--- src/rtl/wb_stage.sv ---
// -----------------------------------------------------------------------------
// wb_stage -- writeback stage for a scalar/vector execution pipeline.
//
// Accepts one EXEC result bundle per valid/ready handshake and turns it into
// register-file writes:
//   kind 00 : one scalar write of resALUe           (1 cycle)
//   kind 01 : eight 24-bit lane writes of resALUve  (8 cycles, lanes 0..7)
//   kind 10 : eight 24-bit lane writes of resSum    (8 cycles, lanes 0..7)
//   kind 11 : NOP, no write, done pulse only
// All outputs are registered; the first write appears the cycle after accept.
//
// Ports
//   clk, rst            : clock, synchronous active-high reset
//   in_valid / in_ready : bundle handshake (in_ready low only for lanes 0..6)
//   exc[4:3]            : result kind; exc[2:0] is not used here
//   rd                  : destination register index
//   resALUe/resALUve/resSum : candidate results
//   we_s, wa_s, wd_s    : scalar register file write port
//   we_v, wa_v, lane, wd_v : vector register file lane write port
//   done                : one-cycle pulse when a bundle completes writeback
// -----------------------------------------------------------------------------
module wb_stage (
   input  logic         clk,
   input  logic         rst,
   input  logic         in_valid,
   output logic         in_ready,
   input  logic [4:0]   exc,
   input  logic [4:0]   rd,
   input  logic [20:0]  resALUe,
   input  logic [191:0] resALUve,
   input  logic [191:0] resSum,
   output logic         we_s,
   output logic [4:0]   wa_s,
   output logic [20:0]  wd_s,
   output logic         we_v,
   output logic [4:0]   wa_v,
   output logic [2:0]   lane,
   output logic [23:0]  wd_v,
   output logic         done
);

   typedef enum logic [1:0] {
      IDLE = 2'd0,
      SCAL = 2'd1,
      VEC  = 2'd2
   } state_t;

   state_t         state;
   logic [2:0]     lane_cnt;
   logic [4:0]     cap_rd;
   logic [191:0]   cap_vec;

   logic           accept;
   logic [1:0]     kind;
   logic [191:0]   sel_vec;
   logic [2:0]     lane_nxt;
   logic           unused_exc_bits;

   // Extract the 24-bit slice for lane idx (base = 24*idx = 16*idx + 8*idx).
   function automatic logic [23:0] lane_slice(input logic [191:0] v, input logic [2:0] idx);
      logic [7:0] base;
      base = {2'b00, idx, 3'b000} + {1'b0, idx, 4'b0000};
      return v[base +: 24];
   endfunction

   assign accept          = in_valid & in_ready;
   assign kind            = exc[4:3];
   assign sel_vec         = (kind == 2'b01) ? resALUve : resSum;
   assign lane_nxt        = lane_cnt + 3'd1;
   assign unused_exc_bits = ^exc[2:0];

   // Writeback FSM: captures bundles, sequences lanes and registers every output.
   always_ff @(posedge clk) begin
      if (rst) begin
         state    <= IDLE;
         lane_cnt <= 3'd0;
         cap_rd   <= 5'd0;
         cap_vec  <= 192'd0;
         in_ready <= 1'b0;
         we_s     <= 1'b0;
         wa_s     <= 5'd0;
         wd_s     <= 21'd0;
         we_v     <= 1'b0;
         wa_v     <= 5'd0;
         lane     <= 3'd0;
         wd_v     <= 24'd0;
         done     <= 1'b0;
      end else begin
         // Write ports are zero unless the branch below drives a write.
         we_s <= 1'b0;
         wa_s <= 5'd0;
         wd_s <= 21'd0;
         we_v <= 1'b0;
         wa_v <= 5'd0;
         lane <= 3'd0;
         wd_v <= 24'd0;
         done <= 1'b0;

         if ((state == VEC) && (lane_cnt != 3'd7)) begin
            // Mid-vector: advance one lane from the captured copy only.
            lane_cnt <= lane_nxt;
            we_v     <= 1'b1;
            wa_v     <= cap_rd;
            lane     <= lane_nxt;
            wd_v     <= lane_slice(cap_vec, lane_nxt);
            // Reopen the handshake as lane 7 goes out so the next bundle
            // can be taken with no bubble.
            in_ready <= (lane_cnt == 3'd6);
            done     <= (lane_cnt == 3'd6);
         end else begin
            // IDLE, SCAL or VEC lane 7: free to take a new bundle.
            in_ready <= 1'b1;
            lane_cnt <= 3'd0;
            if (accept) begin
               cap_rd <= rd;
               case (kind)
                  2'b00: begin
                     state <= SCAL;
                     we_s  <= 1'b1;
                     wa_s  <= rd;
                     wd_s  <= resALUe;
                     done  <= 1'b1;
                  end
                  2'b01, 2'b10: begin
                     state    <= VEC;
                     cap_vec  <= sel_vec;
                     we_v     <= 1'b1;
                     wa_v     <= rd;
                     lane     <= 3'd0;
                     wd_v     <= sel_vec[23:0];
                     in_ready <= 1'b0;
                  end
                  2'b11: begin
                     state <= IDLE;
                     done  <= 1'b1;
                  end
                  default: begin
                     state <= IDLE;
                  end
               endcase
            end else begin
               state <= IDLE;
            end
         end
      end
   end

endmodule

--- config.mk ---
export PLATFORM = sky130hd
export DESIGN_NAME = wb_stage
export DESIGN_NICKNAME = d
export VERILOG_FILES = /design/src/rtl/wb_stage.sv
export SDC_FILE = /design/constraint.sdc
export NUM_CORES = 1
export LEC_CHECK = 0
export ABC_AREA = 0
export ABC_CLOCK_PERIOD_IN_PS = 10000
export CORE_AREA = 3 3 231 233
export DETAILED_ROUTE_END_ITERATION = 16
export DIE_AREA = 0 0 234 236
export GPL_TIMING_DRIVEN = 0
export HOLD_SLACK_MARGIN = 0.03
export SETUP_SLACK_MARGIN = 0.02
export SYNTH_ARGS = -nofsm -noshare
export SYNTH_HDL_FRONTEND = slang
export SYNTH_SLANG_ARGS = --single-unit
--- constraint.sdc ---
create_clock -name clk -period 10 [get_ports clk]
set_input_delay 1.5 -clock clk [delete_from_list [all_inputs] [get_ports clk]]
set_output_delay 1.5 -clock clk [all_outputs]
set_load 0.01 [all_outputs]
==> results of run 1 <==
==> logic make-up (layout without fill, tap and decap cells) <==
family | after synthesis | in the layout | synth area share
adder cells (fa/ha/maj) | 9 | 9 | 0.007787
buffers and inverters | 150 | 680 | 0.04964
XOR/XNOR | 1 | 1 | 0.001055
flip-flops | 261 | 261 | 0.3387
AO/OA/AOI/OAI | 305 | 305 | 0.1769
AND/OR/NAND/NOR | 315 | 315 | 0.08979
multiplexers | 397 | 397 | 0.3361
==> per-layer routing <==
| metal | wire length (um) | share of wire |
|---|---|---|
| met1 | 26980 | 0.40 |
| met2 | 32170 | 0.48 |
| met3 | 6122 | 0.091 |
| met4 | 1709 | 0.026 |
| met5 | 0 | 0 |
==> cell usage after synthesis <==
cell and count:
mux2i_1 293, dfxtp_1 261, nor2_1 221, a211oi_2 100, mux4_2 96, a211oi_1 76, clkbuf_1 59, buf_2 51
o22ai_1 40, and3_1 26, nand2_1 23, a21o_1 16, a22oi_1 16, o21ai_0 16, buf_4 13, buf_6 12
nor3_1 9, or3_1 9, a211o_1 8, a2bb2oi_1 8, buf_1 8, ha_1 8, mux2_2 8, nor4_1 8
o2bb2ai_1 8, o31ai_1 8, inv_1 7, a22o_1 5, and2_1 4, nand2b_1 4, or2_2 3, a31oi_1 2
nand3_1 2, a21oi_1 1, fa_1 1, nand2_2 1, nor2_2 1, nor2_4 1, nor3_2 1, nor3b_4 1
nor4b_4 1, o21ai_1 1, xnor2_2 1
==> critical path, delay by kind of cell, from the launching register on <==
| family | cells | cell delay, ns |
|---|---|---|
| buf+inv | 9 | 2.43 |
| fa+ha+maj | 2 | 0.87 |
| compound gates | 1 | 0.61 |
| flops | 1 | 0.39 |
| simple gates | 1 | 0.26 |
==> state kept, by name, summed over array words and instances (netlist names) <==
| name | flops |
|---|---|
| cap_rd | 5 |
| cap_vec | 192 |
| done | 1 |
| in_ready | 1 |
| lane_cnt | 3 |
| state | 2 |
| wa_s | 5 |
| wa_v | 5 |
| wd_s | 21 |
| wd_v | 24 |
| we_s | 1 |
| we_v | 1 |
==> metrics by stage <==
stage / util / area, um2 / instances
5_1_grt: 0.4306 / 22130 / 2648
2_1_floorplan: - / 15430 / 1438
3_3_place_gp: 0.4091 / 21030 / 2593
3_5_place_dp: 0.4091 / 21030 / 2593
6_report: 0.4306 / 22130 / 2648
4_1_cts: 0.4306 / 22130 / 2648
==> worst max path at each step <==
stage                           start                  to  slack [ns]  depth (start not counted)
3_5_place_dp   lane_cnt[0]$_SDFF_PP0_  wd_v[9]$_SDFF_PP0_        5.32                         13
6_report       lane_cnt[0]$_SDFF_PP0_  wd_v[9]$_SDFF_PP0_        5.25                         13
5_1_grt        lane_cnt[0]$_SDFF_PP0_  wd_v[9]$_SDFF_PP0_        5.12                         13
3_3_place_gp   lane_cnt[0]$_SDFF_PP0_  wd_v[9]$_SDFF_PP0_        5.36                         13
4_1_cts        lane_cnt[0]$_SDFF_PP0_  wd_v[9]$_SDFF_PP0_        5.31                         13
2_1_floorplan  lane_cnt[0]$_SDFF_PP0_  wd_v[0]$_SDFF_PP0_        6.51                         13
==> layout make-up <==
| type | count | area, um2 |
|---|---|---|
| plain buffers | 143 | 739.5 |
| clock buffers | 45 | 948.4 |
| clock inverters | 10 | 153.9 |
| fillers | 4941 | 29270 |
| inverters | 7 | 26.28 |
| multi-input cells | 1027 | 9435 |
| flip-flops and latches | 261 | 5225 |
| well taps | 680 | 850.8 |
| repair buffers | 475 | 4755 |
==> report_power, final <==
| group | total [uW] | internal [uW] | switching (uW) | leakage, uW |
|---|---|---|---|---|
| Sequential | 1180 | 1100 | 82.0 | 0.00212 |
| Combinational | 591 | 322 | 269 | 0.00555 |
| Clock | 1200 | 753 | 450 | 0.000551 |
| Total | 2970 | 2170 | 801 | 0.00822 |
==> implementation parameters, run 1 <==
Parameter                              Value

Yosys
  Per-instance average area after synthesis    10.73 um2
  Synthesized instance count    1438
  Top cells by area in the synthesized netlist    dfxtp_1, mux2i_1, mux4_2, a211oi_2, nor2_1
  Cell area after synthesis    0.01543 mm2
  Share of synthesized area occupied by flip-flops and latches    0.3387
  Library cell with the largest summed area after synthesis    dfxtp_1
  Number of synthesized register bits    261
  Net Count, Synth    1865
  Synthesis Warnings    0
  Count of different cell masters after synthesis    43
  Area share of the largest cell type after synthesis    0.3387

STA
  Clock Skews    0.02088 ns
  RSZ-0062 raised after global routing    false
  Number of pins exceeding their max-slew limit in the final report    0
  Crit path time final    4.754 ns
  Final setup violation count    0
  Post-route worst setup slack    5.246 ns
  Worst max-slew margin expressed relative to the limit    0.3529
  Highest clock frequency the design can meet    0.2103 GHz
  Final-report hold violation count    0
  Slew at the pin closest to its max-slew limit    0.9707 ns
  Hold WS    0.4712 ns
  Final total negative setup slack    0 ns
  Part of the cycle the worst path needs    0.4754

GRT
  Overall track demand over capacity in global routing    0.2334
  Busiest grt layer    met2
  Wire length of the first global-routing pass    95560 um
  Met2 layer usage reported by global route    0.3967
  Overflow left after global routing    0
  Largest net degree at the start of global routing    15
  Met1 routing resource usage after global routing    0.3029
  Initial antenna violation count    0
  Via count of the first global-routing pass    14400
  Met3 track utilization from global routing    0.05000

Placement
  Worst slack after detailed placement    5.323 ns
  Estimated wirelength of the detail-placed design    55690 um
  Routability congestion estimate from global placement    0.9783
  Port-buffer cells    475

Detailed routing
  Post-route ant nets    0
  Routed wire length    66990 um
  Drt wl/cell    25.30 um
  Number of detailed-route iterations in the first pass    5
  # DRC    0
  DR vias    14270
  Detail-routed via count per cell    5.389
  Starting DRC count in detailed routing    1150

Floorplanning
  Starting Density    0.3001
  Number of I/O pins    480
  Die Outline Area    0.05522 mm2
  Vertical extent of the die    236 um
  Core footprint    0.05141 mm2
  Core Rows    83
  Width of the die    234 um

Setup path
  Critical path arrival    5.14 ns
  Worst-path fanout max    10
  Worst Path Required    10.39 ns
  Slowest cell delay on critical path    0.61 ns
  Kind of end point of the critical path    flip-flop
  Cell seen most often among critical-path stages    buf_2
  Critical path class    flip-flop to flip-flop
  CP max-delay cell    o31ai_1
  Crit path cell chain    buf_2, buf_6, buf_4, inv_1, buf_4, ha_1, fa_1, buf_2, buf_2, buf_2, clkbuf_1, nor3_1, o31ai_1
  R2R Path End    wd_v[9]$_SDFF_PP0_
  Worst R2R Setup Slack    5.25 ns
  Element type at the critical path start    flip-flop
  Worst reg2reg path depth    13
  RR Startpoint    lane_cnt[0]$_SDFF_PP0_

Final layout
  Fraction of final layout cells with drive strength greater than 1    0.1743
  Commonest non-fill, non-tap cells in the layout    clkdlybuf4s50_1, mux2i_1, dfxtp_1
  Number of nets in the layout    2372
  Commonest non-fill, non-tap cell in the layout    clkdlybuf4s50_1
  Final antenna diode count    0
  Synth-to-layout area growth    43.48%

Clock network
  Post_cts resized    0
  CTS tree    built
  Number of CTS-inserted buffers    30
  Clock-pin slew on the worst setup and hold paths    0.06 ns
  Clock latency on the worst-skew pair    0.57 ns
  # H-tree levels    1
  Clk root buf    clkbuf_16
  Post-CTS Hold Fix Bufs    0
  Post-CTS repair timing setup buffer count    0
  Sink Count    261
  Max Buffers Root-to-Sink    3

Power and ir drop
  Cell leakage power    0.008225 uW
  Largest vdd supply drop    0.1156 mV
  Power Dens Cells    134.2 mW/mm2
  Overall Power    2971 uW

Worst hold path
  Start point of the worst hold path    cap_vec[7]$_SDFFE_PP0P_
  Hold Crit Class    flip-flop to flip-flop
  Number of stages on the worst hold path    1
  Hold path endpoint    cap_vec[7]$_SDFFE_PP0P_

Flow run
  Max-cap check violation count    0

Outcome
  Result of the run    finished clean
(Power assumes the default switching activity.)
==> run 2: changes to the inputs <==
ABC_CLOCK_PERIOD_IN_PS = 4400   (was 10000)
clock period = 4.4 ns   (was 10 ns; I/O delays follow)
==> implementation parameters, run 2 (synthesis results as in run 1) <==
Parameter                              Value

Flow run
  Max-cap check violation count    0

Outcome
  Result of the run    finished clean

Setup path
  RR Startpoint    lane_cnt[0]$_SDFF_PP0_
  Worst reg2reg path depth    13
  Element type at the critical path start    flip-flop
  Worst Path Required    4.84 ns
  Critical path class    flip-flop to flip-flop
  Worst R2R Setup Slack    0.12 ns
  R2R Path End    wd_v[20]$_SDFF_PP0_
  Critical path arrival    4.72 ns
  Kind of end point of the critical path    flip-flop
  Worst-path fanout max    10

Floorplanning
  Starting Density    0.3001
  Core Rows    83
  Die Outline Area    0.05522 mm2
  Core footprint    0.05141 mm2
  Width of the die    234 um
  Number of I/O pins    480
  Vertical extent of the die    236 um

Detailed routing
  Post-route ant nets    0
  Starting DRC count in detailed routing    1173
  Drt wl/cell    25.33 um
  # DRC    0
  Detail-routed via count per cell    5.385
  Routed wire length    67030 um
  Number of detailed-route iterations in the first pass    5
  DR vias    14250

Final layout
  Final cell count without fillers    2646
  Number of nets in the layout    2370
  Commonest non-fill, non-tap cells in the layout    clkdlybuf4s50_1, mux2i_1, dfxtp_1
  Fraction of final layout cells with drive strength greater than 1    0.1821
  Commonest non-fill, non-tap cell in the layout    clkdlybuf4s50_1
  Largest register by flop count    cap_vec
  Final antenna diode count    0
  Number of flip-flops under the largest register name    192
  Regs by FF count    cap_vec x192, wd_v x24, wd_s x21
  Synth-to-layout area growth    43.97%

STA
  Worst max-slew margin expressed relative to the limit    0.3480
  Slew at the pin closest to its max-slew limit    0.9779 ns
  Clock Skews    0.01989 ns
  Final setup violation count    0
  Crit path time final    4.278 ns
  RSZ-0062 raised after global routing    false
  Final-report hold violation count    0
  Highest clock frequency the design can meet    0.2338 GHz
  Number of pins exceeding their max-slew limit in the final report    0
  Part of the cycle the worst path needs    0.9723

Clock network
  Sink Count    261
  Post-CTS Hold Fix Bufs    0
  Number of CTS-inserted buffers    30
  Clock latency on the worst-skew pair    0.57 ns
  # H-tree levels    1
  Clock-pin slew on the worst setup and hold paths    0.06 ns
  CTS tree    built
  Max Buffers Root-to-Sink    3
  Clk root buf    clkbuf_16

GRT
  Via count of the first global-routing pass    14400
  Wire length of the first global-routing pass    95560 um
  Initial antenna violation count    0
  Largest net degree at the start of global routing    15
  Overflow left after global routing    0
  Overall track demand over capacity in global routing    0.2334

Placement
  Number of cells in the design after placement    2593
  Estimated wirelength of the detail-placed design    55690 um
  Routability congestion estimate from global placement    0.9783
  Port-buffer cells    475

Power and ir drop
  Power dissipated by switching net loads    1824 uW
  Cell-internal power    4934 uW
  Relative contribution of combinational cells to total power    0.199
  Flop pwr share    0.396
  Largest vdd supply drop    0.2639 mV
  Sw frac    0.2700
  Overall Power    6758 uW
  Clock share of power    0.405
  Cell leakage power    0.008244 uW
  Power Dens Cells    304.3 mW/mm2

Worst hold path
  Number of stages on the worst hold path    1
  Hold Crit Class    flip-flop to flip-flop
  Start point of the worst hold path    cap_vec[7]$_SDFFE_PP0P_
  Hold path endpoint    cap_vec[7]$_SDFFE_PP0P_
==> run 2: cell types whose count changed in the layout (fill, tap and decap cells not counted), moves of 3 or more <==
cell      change
nor4_1        -3
clkbuf_4      +3
nor3_1        -5
clkbuf_1      -5
clkbuf_2      +3
nor3_2        +5
nor4_2        +3
==> run 2: worst max path at each step <==
stage | slack (ns) | to | startpoint
global route | 0.02 | wd_v[10]$_SDFF_PP0_ | lane_cnt[0]$_SDFF_PP0_
floorplan | 0.91 | wd_v[0]$_SDFF_PP0_ | lane_cnt[0]$_SDFF_PP0_
finish | 0.12 | wd_v[20]$_SDFF_PP0_ | lane_cnt[0]$_SDFF_PP0_
global placement | -0.24 | wd_v[9]$_SDFF_PP0_ | lane_cnt[0]$_SDFF_PP0_
detailed placement | -0.28 | wd_v[9]$_SDFF_PP0_ | lane_cnt[0]$_SDFF_PP0_
CTS | 0.02 | wd_v[22]$_SDFF_PP0_ | lane_cnt[0]$_SDFF_PP0_
==> run 2: what timing repair did <==
action / 4_1_cts / 5_1_grt
gates resized for setup: 3 / 19
setup buffers: 0 / 0
endpoints found under the setup margin: 11 / 20
hold endpoints to repair: 0 / 0
==> run 2: cell type report <==
cell class              instances  area, um2
flip-flops and latches        261       5225
fillers                      4923      29200
clock buffers                  45      948.4
repair buffers                475       4755
inverters                       7      26.28
multi-input cells            1027       9505
well taps                     680      850.8
plain buffers                 141      744.5
clock inverters                10      153.9
==> run 2: power by group through the flow <==
stage	sequential [uW]	combinational, uW	clock, uW
2_1_floorplan	2620	706	0
4_1_cts	2670	1350	2780
3_3_place_gp	2710	1330	0
6_report	2680	1350	2740
5_1_grt	2680	1450	2880
3_5_place_dp	2720	1340	0
==> run 2: metrics by stage <==
stage	worst slack, ns	cell area, um2	utilization	hold WS [ns]	setup TNS, ns
finish	0.1219	22210	0.4320	0.4650	0
detailed placement	-0.2770	21030	0.4091	0.4475	-0.5953
floorplan	0.9119	15430	-	0.4209	0
global route	0.02451	22210	0.4320	0.4836	0
global placement	-0.2356	21030	0.4091	0.4455	-0.4419
CTS	0.02122	22140	0.4307	0.4690	0
==> run 2: layer usage <==
layer | vias to the layer above | wire length (um) | track usage | share of wire
met3 | 87 | 5967 | 0.05012 | 0.089
met4 | 0 | 1614 | 0.05101 | 0.024
met5 | - | 0 | 0 | 0
met2 | 753 | 32310 | 0.3967 | 0.48
met1 | 6909 | 27130 | 0.3028 | 0.40
li1 | 6501 | - | - | -
==> run 2: critical path, stage by stage, from the launching register on <==
cell	delay (ns)
dfxtp_1	0.39
buf_2	0.25
buf_6	0.22
buf_4	0.27
inv_1	0.09
buf_4	0.21
ha_1	0.36
fa_1	0.51
buf_2	0.23
nand2b_1	0.40
o22ai_1	0.21
nor4_1	0.50
a211oi_1	0.17
a211o_1	0.32
